### src/rtl/lif_neuron_array.sv
// lif_neuron_array: array of independent integrate-and-fire neurons.
// Mode 0 divides rate via accumulator carry-out; mode 1 is a threshold neuron
// with reset-to-zero and a refractory window. Spikes are registered (1-cycle latency).
// Optional leak in mode 1 is compiled in with `define LIF_LEAK_EN.

module lif_neuron_array #(
  parameter int WIDTH    = 8,
  parameter int CHANNELS = 4,
  parameter int REFRACT  = 3
) (
  input  logic                      clk,
  input  logic                      rst,
  input  logic                      en,
  input  logic                      mode,
  input  logic [CHANNELS*WIDTH-1:0] w,
  input  logic [WIDTH-1:0]          threshold,
  input  logic [WIDTH-1:0]          leak,
  output logic [CHANNELS-1:0]       spike
);

  // Refractory counter must hold REFRACT; keep at least one bit so REFRACT=0 still builds.
  localparam int RW = (REFRACT > 0) ? $clog2(REFRACT + 1) : 1;
  localparam logic [RW-1:0] REFR_LOAD = RW'(REFRACT);

`ifndef LIF_LEAK_EN
  // Leak input is present on the port list but has no function in this build.
  logic unused_leak;
  assign unused_leak = ^leak;
`endif

  for (genvar i = 0; i < CHANNELS; i++) begin : gen_ch
    logic [WIDTH-1:0] potential;
    logic [WIDTH-1:0] pot_nxt;
    logic [WIDTH-1:0] w_ch;
    logic [WIDTH-1:0] pl;
    logic [WIDTH:0]   sum;
    logic [RW-1:0]    refr;
    logic [RW-1:0]    refr_nxt;
    logic             spk_q;
    logic             spk_nxt;

    assign w_ch = w[i*WIDTH +: WIDTH];

`ifdef LIF_LEAK_EN
    // Leak saturates at zero so the potential never wraps below zero.
    assign pl = (potential > leak) ? (potential - leak) : '0;
`else
    assign pl = potential;
`endif

    // Next-state for one channel: divider in mode 0, threshold/refractory in mode 1.
    always_comb begin
      pot_nxt  = potential;
      refr_nxt = refr;
      spk_nxt  = 1'b0;
      sum      = '0;
      if (en) begin
        if (!mode) begin
          // Carry-out of the accumulator is the spike; refractory does not apply.
          sum      = {1'b0, potential} + {1'b0, w_ch};
          pot_nxt  = sum[WIDTH-1:0];
          spk_nxt  = sum[WIDTH];
          refr_nxt = '0;
        end else if (refr != '0) begin
          // Refractory step: input is discarded, potential stays at its reset value.
          refr_nxt = refr - RW'(1);
        end else begin
          sum = {1'b0, pl} + {1'b0, w_ch};
          if (sum >= {1'b0, threshold}) begin
            spk_nxt  = 1'b1;
            pot_nxt  = '0;
            refr_nxt = REFR_LOAD;
          end else begin
            // sum < threshold here, so the top bit is always zero.
            pot_nxt = sum[WIDTH-1:0];
          end
        end
      end
    end

    // Channel state and registered spike, cleared asynchronously by rst.
    always_ff @(posedge clk or posedge rst) begin
      if (rst) begin
        potential <= '0;
        refr      <= '0;
        spk_q     <= 1'b0;
      end else begin
        potential <= pot_nxt;
        refr      <= refr_nxt;
        spk_q     <= spk_nxt;
      end
    end

    assign spike[i] = spk_q;
  end

endmodule

### config.mk
export PLATFORM = sky130hd
export DESIGN_NAME = lif_neuron_array
export DESIGN_NICKNAME = d
export VERILOG_FILES = /design/src/rtl/lif_neuron_array.sv
export SDC_FILE = /design/constraint.sdc
export NUM_CORES = 1
export LEC_CHECK = 0
export ABC_AREA = 1
export CORE_MARGIN = 8
export CORE_UTILIZATION = 31
export CTS_CLUSTER_DIAMETER = 50
export DETAILED_ROUTE_END_ITERATION = 10
export GPL_TIMING_DRIVEN = 0
export SLEW_MARGIN = 40
export SYNTH_ARGS = -nofsm -noshare
export SYNTH_HDL_FRONTEND = slang
export SYNTH_SLANG_ARGS = --single-unit
### constraint.sdc
create_clock -name clk -period 6.3 [get_ports clk]
set_input_delay 1.26 -clock clk [delete_from_list [all_inputs] [get_ports clk]]
set_output_delay 1.26 -clock clk [all_outputs]
set_load 0.05 [all_outputs]
# [Word level (Yosys, flattened, before mapping)]
# Index checks and enable logic that the tools add are counted.
[op_classes] muxes=40 reduce_logical=12 addsub=8 eq_ne=8 order_cmp=4
[ops] op="2-to-1 mux 8 bit" n=12
[ops] op="adder 8 x 8 -> 9 bit" n=4
[ops] op="greater-or-equal comparator 9 x 8 -> 1 bit" n=4
[ops] op="2-to-1 mux 2 bit" n=12
[ops] op="2-to-1 mux 1 bit" n=16
[ops] op="AND reduction 2 bit" n=8
[ops] op="inequality test 3 x 1 -> 1 bit, second input constant" n=4
[ops] op="inequality test 2 bit, second input constant" n=4
[ops] op="nonzero test 2 bit" n=4
[ops] op="subtractor 2 x 1 -> 2 bit, second input constant" n=4
[totals] word_cells=84 input_bits=52 output_inout_bits=4 regBits=44

# [Logic depth before layout (Yosys ltp)]
# Gate-level depths: netlist of the first run.
[logic_depth] word_depth=6 depth_mapped=19 depth_no_buf=19

# [Worst setup path before layout of the first run]
# No wires, ideal clock.
[synth_timing] path_kind="input-to-reg" startpoint="input port w[16]" endpoint="register gen_ch[2].potential[3]" setup_ns=0.074 stages=19 t_required_ns=6.226 arrival_time_ns=3.436 path_buffers=0 slack_ns=2.790 cell_sequence="ha_1 fa_1 nand3_1 nand3_2 nand3_1 nand3_1 nand2_1 and2_1 inv_1 ha_1 nand2_1 inv_1 nand2_1 o21bai_1 nor2_1 nand3_2 nand2_4 nand2_4 o21ai_2"
[synth_between] elab_chain_len=5
[synth_lines] item="start: declaration" line="15" text="input logic [CHANNELS*WIDTH-1:0] w,"
[synth_lines] item="adder 8 x 8 -> 9 bit *" line="60, 68"
[synth_lines] item="greater-or-equal comparator 9 x 8 -> 1 bit" line="69" text="if (sum >= {1'b0, threshold}) begin"
[synth_lines] item="2-to-1 mux 8 bit" line="69"
[synth_lines] item="2-to-1 mux 8 bit" line="64" text="end else if (refr != '0) begin"
[synth_lines] item="2-to-1 mux 8 bit *" line="58" text="if (!mode) begin"
[synth_lines] item="end signal: assignment" line="88" text="potential <= pot_nxt;"
[synth_lines] item="end: declaration" line="32" text="logic [WIDTH-1:0] potential;"
# Mark *: on every way between the ends. The rest lies on a longest branch, timed or not. The select of a mux whose other input is x is not followed.
# A chain may end at the register's enable or synchronous reset.

# [Worst setup path in the final report of the first run]
# Same ends and word-level chain as after synthesis.

==> results of run 1 <==
==> worst max-delay path by stage <==
| stage | start | endpoint | slack [ns] | depth (start not counted) |
|---|---|---|---|---|
| 2_1_floorplan | w[16] | gen_ch[2].pl[3]$_DFFE_PP0P_ | 2.79 | 19 |
| 3_3_place_gp | w[16] | gen_ch[2].pl[0]$_DFFE_PP0P_ | 2.09 | 20 |
| 6_report | w[16] | gen_ch[2].pl[3]$_DFFE_PP0P_ | 2.29 | 20 |
| 5_1_grt | w[16] | gen_ch[2].pl[3]$_DFFE_PP0P_ | 2.04 | 20 |
| 3_5_place_dp | w[16] | gen_ch[2].pl[3]$_DFFE_PP0P_ | 2.00 | 20 |
| 4_1_cts | w[16] | gen_ch[2].pl[3]$_DFFE_PP0P_ | 2.29 | 20 |
==> final cells by class <==
class	count	area share
timing repair buffer	47	0.09569
buffer	8	0.01072
multi-input combinational	432	0.5405
clock inverter	1	0.005981
sequential	44	0.2193
clock buffer	7	0.03040
tap	176	0.04386
inverter	71	0.05358
==> flip-flops by register name (all words and copies together), names as in the netlist <==
signal,cells
gen_ch.pl,32
gen_ch.refr,8
gen_ch.spk_q,4
==> logic make-up (layout without fill, tap and decap cells) <==
family / Yosys count / count (layout)
and+or+nand+nor: 282 / 282
xor gates and xnor gates: 20 / 20
adders and majority gates: 72 / 72
buffers and inverters: 79 / 134
AOI/OAI and AO/OA: 58 / 58
DFF: 44 / 44
==> worst reg2reg max path, cell delays in order, from the launching register on <==
cell	delay [ns]
dfrtp_1	0.39
ha_1	0.23
fa_1	0.42
nand3_1	0.10
nand3_2	0.11
nand3_1	0.13
nand3_1	0.09
nand2_1	0.06
and2_1	0.19
inv_1	0.06
ha_1	0.28
nand2_1	0.06
inv_1	0.04
nand2_1	0.08
o21bai_1	0.07
nor2_1	0.17
nand3_2	0.12
nand2_4	0.11
nand2_4	0.09
o21ai_2	0.12
==> power groups by stage <==
| stage | registers (µW) | logic, µW | clock network [µW] |
|---|---|---|---|
| global placement | 478 | 1480 | 0 |
| detailed placement | 482 | 1530 | 0 |
| finish | 478 | 1520 | 324 |
| floorplan | 465 | 1210 | 0 |
| CTS | 478 | 1540 | 333 |
| global route | 493 | 1790 | 346 |
==> cell usage in the layout, fill, tap and decap left out, types with 6 or more instances in the layout <==
cell type / instances
a21oi_1: 28
clkdlybuf4s50_1: 46
dfrtp_1: 44
ha_1: 68
inv_1: 62
inv_2: 6
nand2_1: 177
nand3_1: 54
nand4_1: 10
nor2_1: 24
o21ai_2: 9
xor2_1: 18
==> metal layers <==
metal	track usage	vias up	routed length, µm
met1	0.1431	1700	4698
met5	0	-	0
met2	0.2214	54	5006
met3	0.02363	11	359
met4	0.03382	0	167
li1	-	1921	-
==> per-stage QoR <==
step           cells  hold WS (ns)  power, µW  instance area, µm²  worst slack, ns
6_report         786        0.4791       2325                5021            2.290
3_5_place_dp     778        0.4611       2007                4838            1.996
4_1_cts          786        0.4803       2348                5021            2.292
5_1_grt          786        0.4986       2624                5021            2.045
2_1_floorplan    555        0.4419       1679                4135            2.790
3_3_place_gp     777        0.4552       1957                4816            2.087
==> flow_summary.yaml, run 1 <==
run_status:
  status: "complete, no violations"
finish:
  ff_latch_area_mm2: 0.001101
  fillers: 1392
  fin_nets: 733
  areaGrowthSynthToFinish_pct: 21.42
  num_antenna_cells: 0
  final_util: 0.3822
  drive_gt1_frac: 0.08033
  multi_input_area_mm2: 0.002714
critical_path:
  cpMaxStageDelayCell: "fa_1"
  arrival_ns: 4.23
  worst_path_largest_cell_delay_ns: 0.42
  r2r_end: "gen_ch[2].pl[3]$_DFFE_PP0P_"
  path_cells: "clkdlybuf4s50_1, ha_1, fa_1, nand3_1, nand3_2, nand3_1, nand3_1, nand2_1, and2_1, inv_1, ha_1, nand2_1, inv_1, nand2_1, o21bai_1, nor2_1, nand3_2, nand2_4, nand2_4, o21ai_2"
  cp_max_fo: 5
  rr_worst_depth: 19
  startpoint_type: "input port"
  reg2reg_setup_slack_ns: 3.30
  reg2reg_from: "gen_ch[2].pl[0]$_DFFE_PP0P_"
  worstSetupEndpointType: "flop"
  critPathBufInv: 3
  crit_family: "simple AND/OR/NAND/NOR gates"
  crit_type: "in -> reg"
  critPathRequiredTime_ns: 6.52
timing:
  skew_ns: 0.002756
  min_period_ns: 4.010
  rsz0062_at_grt: "false"
  fmax_ghz: 0.2494
  setup_violations: 0
  relSlewSlack: 0.6590
  slew_viol_final: 0
  totalNegativeSetupSlack_ns: 0
  hold_viol_final: 0
  finalCritPeriodShare: 0.6365
  worst_pin_slew_ns: 0.5099
drt:
  drt-wirelength-per-cell_um: 13.02
  firstDrtPassIters: 4
  viasPerCell: 4.690
  wl_um: 10230
  drcViolationCount: 0
  antenna_left: 0
  drt_iter0_markers: 149
  vias: 3686
hold_path:
  whs_endpoint: "gen_ch[3].refr[1]$_DFFE_PP0P_"
  holdPathStages: 2
  hold_path.class: "reg -> reg"
  min_from: "gen_ch[3].refr[1]$_DFFE_PP0P_"
yosys:
  synth_fp_nets: 679
  seq_area_frac_synth: 0.2663
  netlist_area_mm2: 0.004135
  synth_compound_area_frac: 0.08986
  synth-adder-area-share: 0.2251
  ys_ff_latch: 44
  synth_xor_area_frac: 0.04236
  yosysMostFrequentCell: "nand2_1"
  synth_top_family_by_area: "simple AND/OR/NAND/NOR gates"
  synth_mux_area_frac: 0
  synthSimpleGateAreaFrac: 0.2989
  netlist_top_cells_count: "nand2_1 (177), ha_1 (68), inv_1 (63)"
  synth.avg_cell_area_um2: 7.451
  synth_edf_count: 0
  async_reset_ff_frac: 1.000
  yosys_warnings: 0
  ys.flop_type: "dfrtp_1"
  synthTopCellsByArea: "dfrtp_1 (27%), ha_1 (21%), nand2_1 (16%)"
  synth_cell_types: 33
  synth_top_cell_by_area: "dfrtp_1"
  syn_inst: 555
  yosysTopAreaCellShare: 0.2663
cts:
  tritoncts: "done"
  clk_pin_slew_ns: 0.07
  ctsResizeCount: 0
  clockBufferDepth: 2
  cts_root_buf: "clkbuf_16"
  cts_setup_buffers: 0
  clkLatencyLatePin_ns: 0.28
  hold_buffers: 0
  cts-htree-levels: 2
  clock-sinks: 44
  cts_made_buffers: 5
power:
  ir_drop_mv: 0.1536
  clockPowerShare: 0.139
  swShare: 0.4770
  combinationalPowerShare: 0.655
  p_leak_uw: 0.002785
  internal_power_uw: 1216
  power.switching_uw: 1109
  seqPwrFrac: 0.205
  power.density_mw_per_mm2: 463.1
floorplanning:
  pin_count: 56
  die-area_mm2: 0.01729
  die_w_um: 131.5
  dieHeight_um: 131.5
  core_area_mm2: 0.01314
  start_util: 0.3148
  num_rows: 42
global_route:
  grt_max_degree: 32
  grt.total_usage: 0.1222
  antenna_found_initial: 0
  overflow: 0
  grt_pass1_vias: 3863
  grt_pass1_wl_um: 17710
placed_design:
  place_congestion: 0.8604
  port_buffers: 46
  hpwl_um: 8147
job:
  cap_violations: 0
Note: power is estimated with default switching activity, not from simulation.
==> run 2: changes to the inputs <==
==> constraint.sdc (replaced) <==
create_clock -name clk -period 3.2 [get_ports clk]
set_input_delay 0.64 -clock clk [delete_from_list [all_inputs] [get_ports clk]]
set_output_delay 0.64 -clock clk [all_outputs]
set_load 0.05 [all_outputs]
==> run 2 against run 1 <==
Core utilization grew 2.0 points. Cell area is 5.3% higher. Count of clock-buffer cells in the layout unchanged. Final cell count up 0.89%. Non-clock buffer count is 7 higher. Clock power is 97% higher. Global-route usage about the same. Worst setup slack worse by 2.1 ns. Register-to-register slack worse by 2.9 ns. Critical path depth fell by 3. Flip-flop and latch count is the same. Power up 110%. Highest routed layer unchanged.
==> flow_summary.yaml, run 2 (synthesis gave the netlist of run 1 again) <==
cts:
  cts_root_buf: "clkbuf_16"
  hold_buffers: 0
  clkLatencyLatePin_ns: 0.29
  cts_made_buffers: 5
  clk_pin_slew_ns: 0.06
  cts-htree-levels: 2
  tritoncts: "done"
  clock-sinks: 44
  clockBufferDepth: 2
power:
  ir_drop_mv: 0.3020
  power_uw: 4921
  p_leak_uw: 0.002851
  power.density_mw_per_mm2: 931.1
floorplanning:
  core_area_mm2: 0.01314
  die-area_mm2: 0.01729
  die_w_um: 131.5
  dieHeight_um: 131.5
  pin_count: 56
  num_rows: 42
  start_util: 0.3148
finish:
  final_cell_mix: "nand2_1 (171), inv_1 (60), ha_1 (59), nand3_1 (48)"
  multi_input_area_mm2: 0.002920
  fillers: 1365
  drive_gt1_frac: 0.1556
  areaGrowthSynthToFinish_pct: 27.81
  largest_reg_flops: 32
  num_antenna_cells: 0
  mostFrequentLayoutCell: "nand2_1"
  final_util: 0.4023
  fin_nets: 740
  ff_latch_area_mm2: 0.001101
global_route:
  overflow: 0
  antenna_found_initial: 0
  grtUsageMet3: 0.02363
  use_met2: 0.2214
  grt_max_degree: 32
  grt_pass1_vias: 3885
  grtUsageMet1: 0.1431
  grt.busiest_layer: "met2"
  grt.total_usage: 0.1226
  grt_pass1_wl_um: 17770
drt:
  drt_iter0_markers: 195
  wl_um: 10480
  antenna_left: 0
  vias: 3722
  firstDrtPassIters: 4
  drcViolationCount: 0
  viasPerCell: 4.694
  drt-wirelength-per-cell_um: 13.21
critical_path:
  cpMaxStageDelayCell: "clkdlybuf4s50_1"
  crit_type: "in -> reg"
  worstSetupEndpointType: "flop"
  crit_top_cell: "nand2_1"
  cp_max_fo: 3
  crit_family: "simple AND/OR/NAND/NOR gates"
  critPathRequiredTime_ns: 3.42
  path_cells: "clkdlybuf4s50_1, ha_2, fa_2, nand3_1, nand2_2, a31oi_4, xnor2_2, ha_1, nand2_1, nor2_1, nand2_1, nand2_1, o21ai_2, nand4_1, nand2_1, nand2_1, nand2_1"
  arrival_ns: 3.28
  worst_path_largest_cell_delay_ns: 0.42
  critPathBufInv: 1
  startpoint_type: "input port"
timing:
  slew_viol_final: 0
  finalCritPeriodShare: 0.9544
  fmax_ghz: 0.3274
  skew_ns: 0.004603
  setup_violations: 0
  hold_viol_final: 0
  min_period_ns: 3.054
  worst_pin_slew_ns: 0.5099
  relSlewSlack: 0.6590
placed_design:
  place_congestion: 0.8604
  hpwl_um: 8147
  port_buffers: 46
hold_path:
  hold_path.class: "reg -> reg"
job:
  cap_violations: 0
run_status:
  status: "complete, no violations"
-- run 2: changes by cell type in the layout (fill, tap and decap cells not counted), moves of 5 or more --
| cell | before | now |
|---|---|---|
| nand3_1 | 54 | 48 |
| nand2_1 | 177 | 171 |
| ha_2 | 0 | 5 |
| nand2_2 | 3 | 8 |
| buf_4 | 4 | 11 |
| ha_1 | 68 | 59 |
-- run 2: worst reg2reg max path, cell delays in order (launching register included) --
cell and delay (ns):
dfrtp_1 0.39, ha_2 0.21, fa_2 0.39, nand3_2 0.10
nand3_4 0.11, nand3_4 0.11, nand3_2 0.06, nand2_1 0.06
and2_4 0.14, inv_1 0.06, ha_4 0.26, nand2_1 0.05
inv_2 0.06, nand2_2 0.06, o21bai_1 0.17, nor2_2 0.07
nand3_2 0.09, nand2_4 0.08, nand2_4 0.13, o21ai_2 0.06
-- run 2: timing repair --
action                                  in CTS  in global routing
gates resized for setup                      8                 40
endpoints found under the setup margin      18                 44
endpoints found under the hold margin        0                  0
buffers inserted                             1                  6
pin swaps                                    4                 26
-- run 2: where the power goes --
group          internal, µW  total, µW  switching (µW)
Clock                   412        637             225
Combinational          1380       3340            1960
Sequential              799        946             147
Total                  2590       4920            2330
-- run 2: stage by stage --
stage | instances | cell area (µm²) | setup TNS (ns) | hold slack, ns | setup slack, ns
final | 793 | 5285 | 0 | 0.4791 | 0.1459
after global routing | 793 | 5285 | -0.06067 | 0.4986 | -0.01280
after CTS | 787 | 5056 | 0 | 0.4803 | 0.0004610
after detailed placement | 778 | 4838 | -12.72 | 0.4611 | -0.4836
after global placement | 777 | 4816 | -9.638 | 0.4552 | -0.3928
after floorplan | 555 | 4135 | 0 | 0.4419 | 0.3101
-- run 2: worst paths after layout --
kind / startpoint / to / slack, ns / depth (start not counted)
min reg2reg: gen_ch[3].refr[1]$_DFFE_PP0P_ / gen_ch[3].refr[1]$_DFFE_PP0P_ / 0.48 / 2
min: gen_ch[3].refr[1]$_DFFE_PP0P_ / gen_ch[3].refr[1]$_DFFE_PP0P_ / 0.48 / 2
max in group asynchronous: rst / gen_ch[1].refr[0]$_DFFE_PP0P_ / 2.15 / 3
max: w[8] / gen_ch[1].refr[0]$_DFFE_PP0P_ / 0.15 / 17
max reg2reg: gen_ch[2].pl[0]$_DFFE_PP0P_ / gen_ch[2].pl[3]$_DFFE_PP0P_ / 0.43 / 19
min in group asynchronous: rst / gen_ch[3].pl[0]$_DFFE_PP0P_ / 0.63 / 2
-- run 2: area by class of cell --
cell class / count / share of cell area
tap: 176 / 0.04167
clock inverter: 1 / 0.005682
timing repair buffer: 54 / 0.1018
buffer: 8 / 0.01018
multi-input combinational: 432 / 0.5526
clock buffer: 7 / 0.02888
inverter: 71 / 0.05090
sequential: 44 / 0.2083
-- run 2: layer usage --
layer  vias up  routed length, µm  part of all wire
met3         9                375             0.036
met4         0                140             0.013
li1       1933                  -                 -
met2        50               5247              0.50
met5         -                  0                 0
met1      1730               4711              0.45
==> run 3: changes to the inputs <==
--- a/config.mk
+++ b/config.mk
@@ -6,11 +6,13 @@
 export NUM_CORES = 1
 export LEC_CHECK = 0
 export ABC_AREA = 1
+export CAP_MARGIN = 15
 export CORE_MARGIN = 8
-export CORE_UTILIZATION = 31
+export CORE_UTILIZATION = 51
 export CTS_CLUSTER_DIAMETER = 50
 export DETAILED_ROUTE_END_ITERATION = 10
 export GPL_TIMING_DRIVEN = 0
+export PLACE_DENSITY = 0.78
 export SLEW_MARGIN = 40
 export SYNTH_ARGS = -nofsm -noshare
 export SYNTH_HDL_FRONTEND = slang
==> run 3 against run 2 <==
Clock power is 27% lower. Non-clock buffer count decreased by 2. Register-to-register slack hardly changed. Combinational power shrank 5%. Worst hold slack improved by 0.0087 ns. Worst setup slack lost 0.050 ns. Final cell count decreased by 9.2%. Count of clock-buffer cells in the layout is 2 lower. Cell area decreased by 5.6%. Wire length decreased by 6.6%. Die area shrank 35%. Global-route usage up 5.2 points. Critical endpoint is now gen_ch[2].pl[4]$_DFFE_PP0P_. Largest cell class unchanged.
==> flow_summary.yaml, run 3 (synthesis gave the netlist of run 1 again) <==
run_status:
  status: "complete, no violations"
drt:
  drcViolationCount: 0
  vias: 3816
  antenna_left: 0
  wl_um: 9788
  viasPerCell: 5.300
  drt_iter0_markers: 145
  drt-wirelength-per-cell_um: 13.59
  firstDrtPassIters: 4
timing:
  min_period_ns: 3.104
  hold_viol_final: 0
  worst_pin_slew_ns: 0.5036
  fmax_ghz: 0.3222
  skew_ns: 0.009301
  setup_violations: 0
  relSlewSlack: 0.6632
  finalCritPeriodShare: 0.9700
  worst_slack_ns: 0.09604
  slew_viol_final: 0
finish:
  final_util: 0.6196
  mostFrequentLayoutCell: "nand2_1"
  areaGrowthSynthToFinish_pct: 20.64
  largest_reg_flops: 32
  fillers: 704
  drive_gt1_frac: 0.1154
  fin_nets: 738
  final_cell_mix: "nand2_1 (175), ha_1 (65), inv_1 (62), nand3_1 (51), clkdlybuf4s50_1 (46)"
  stdcell_count: 720
  num_antenna_cells: 0
power:
  ir_drop_mv: 0.3971
  power.density_mw_per_mm2: 918.8
  p_leak_uw: 0.002787
  power_uw: 4583
cts:
  cts_made_buffers: 5
  hold_buffers: 0
  clockBufferDepth: 2
  cts_root_buf: "clkbuf_8"
  tritoncts: "done"
  clk_pin_slew_ns: 0.10
  cts-htree-levels: 2
  clock-sinks: 44
  clkLatencyLatePin_ns: 0.31
global_route:
  grt_pass1_wl_um: 16530
  grt_max_degree: 32
  overflow: 0
  grt.busiest_layer: "met2"
  grt.total_usage: 0.1747
  grt_pass1_vias: 3842
  grtUsageMet1: 0.2172
  antenna_found_initial: 0
  use_met2: 0.2918
  grtUsageMet3: 0.03206
hold_path:
  whs_endpoint: "gen_ch[1].refr[1]$_DFFE_PP0P_"
  hold_path.class: "reg -> reg"
  holdPathStages: 2
  min_from: "gen_ch[1].refr[1]$_DFFE_PP0P_"
job:
  cap_violations: 0
critical_path:
  arrival_ns: 3.31
  cp_max_fo: 5
  startpoint: "w[16]"
  critPathRequiredTime_ns: 3.40
  startpoint_type: "input port"
  rr_worst_depth: 19
  r2r_end: "gen_ch[2].pl[4]$_DFFE_PP0P_"
  reg2reg_setup_slack_ns: 0.42
  worstSetupEndpointType: "flop"
  reg2reg_from: "gen_ch[2].pl[0]$_DFFE_PP0P_"
  crit_type: "in -> reg"
floorplanning:
  pin_count: 56
  die_w_um: 106.0
  start_util: 0.5136
  core_area_mm2: 0.008051
  num_rows: 33
  die-area_mm2: 0.01125
  dieHeight_um: 106.0
placed_design:
  dp_slack_ns: -0.4063
  port_buffers: 46
  place_inst: 707
  hpwl_um: 7540
  place_congestion: 0.8609
==> run 3: cell count changes in the layout (fill, tap and decap cells not counted), moves of 4 or more <==
cell       delta
ha_1          +6
nand2_2       -4
nand2_1       +4
clkbuf_16     -5
==> run 3: power by group <==
part	switching (µW)	total [µW]	leakage, µW	internal [µW]
Clock	229	465	0.0000583	236
Combinational	1910	3180	0.00217	1270
Sequential	144	941	0.000562	797
==> run 3: worst max-delay path, stage by stage <==
cell and delay (ns):
clkdlybuf4s50_1 0.40, ha_2 0.19, fa_2 0.38, nand3_2 0.07, nand3_2 0.10, nand3_2 0.09, nand3_1 0.07, nand2_1 0.07
and2_4 0.16, inv_1 0.07, ha_4 0.26, nand2_1 0.04, inv_1 0.06, nand2_1 0.07, nor3_1 0.16, nor2_1 0.09
nand3_2 0.11, nand2_4 0.08, nand2_4 0.12, o21ai_2 0.06
==> run 3: through the flow <==
step / cell area [µm²] / hold slack, ns / TNS [ns]
floorplan: 4135 / 0.4419 / 0
global placement: 4727 / 0.4531 / -8.395
detailed placement: 4750 / 0.4645 / -9.876
CTS: 4871 / 0.4867 / 0
global route: 4989 / 0.5055 / -0.4006
finish: 4989 / 0.4878 / 0
==> run 3: timing repair <==
action | 4_1_cts | 5_1_grt
buffers inserted | 0 | 5
resized for setup | 2 | 17
pin swaps | 1 | 16
setup endpoints to repair | 10 | 33
==> run 3: worst max path at each step <==
stage	end	depth (start not counted)
global placement	gen_ch[2].pl[0]$_DFFE_PP0P_	20
finish	gen_ch[2].pl[4]$_DFFE_PP0P_	20
floorplan	gen_ch[2].pl[4]$_DFFE_PP0P_	19
global route	gen_ch[1].pl[2]$_DFFE_PP0P_	17
detailed placement	gen_ch[2].pl[0]$_DFFE_PP0P_	20
CTS	gen_ch[3].pl[4]$_DFFE_PP0P_	17
==> run 3: metal layers <==
metal  share of wire  vias up
li1                -     1936
met1            0.45     1785
met2            0.49       75
met3           0.046       20
met4           0.022        0
met5               0        -
==> run 3: layout make-up <==
class,count,area (µm²),area share
plain buffers,8,53.80,0.01079
clock buffers,5,68.82,0.01379
clock inverters,3,47.55,0.009531
inverters,71,269.0,0.05393
multi-input cells,432,2799,0.5611
flip-flops and latches,44,1101,0.2207
well taps,105,131.4,0.02634
repair buffers,52,518.0,0.1038
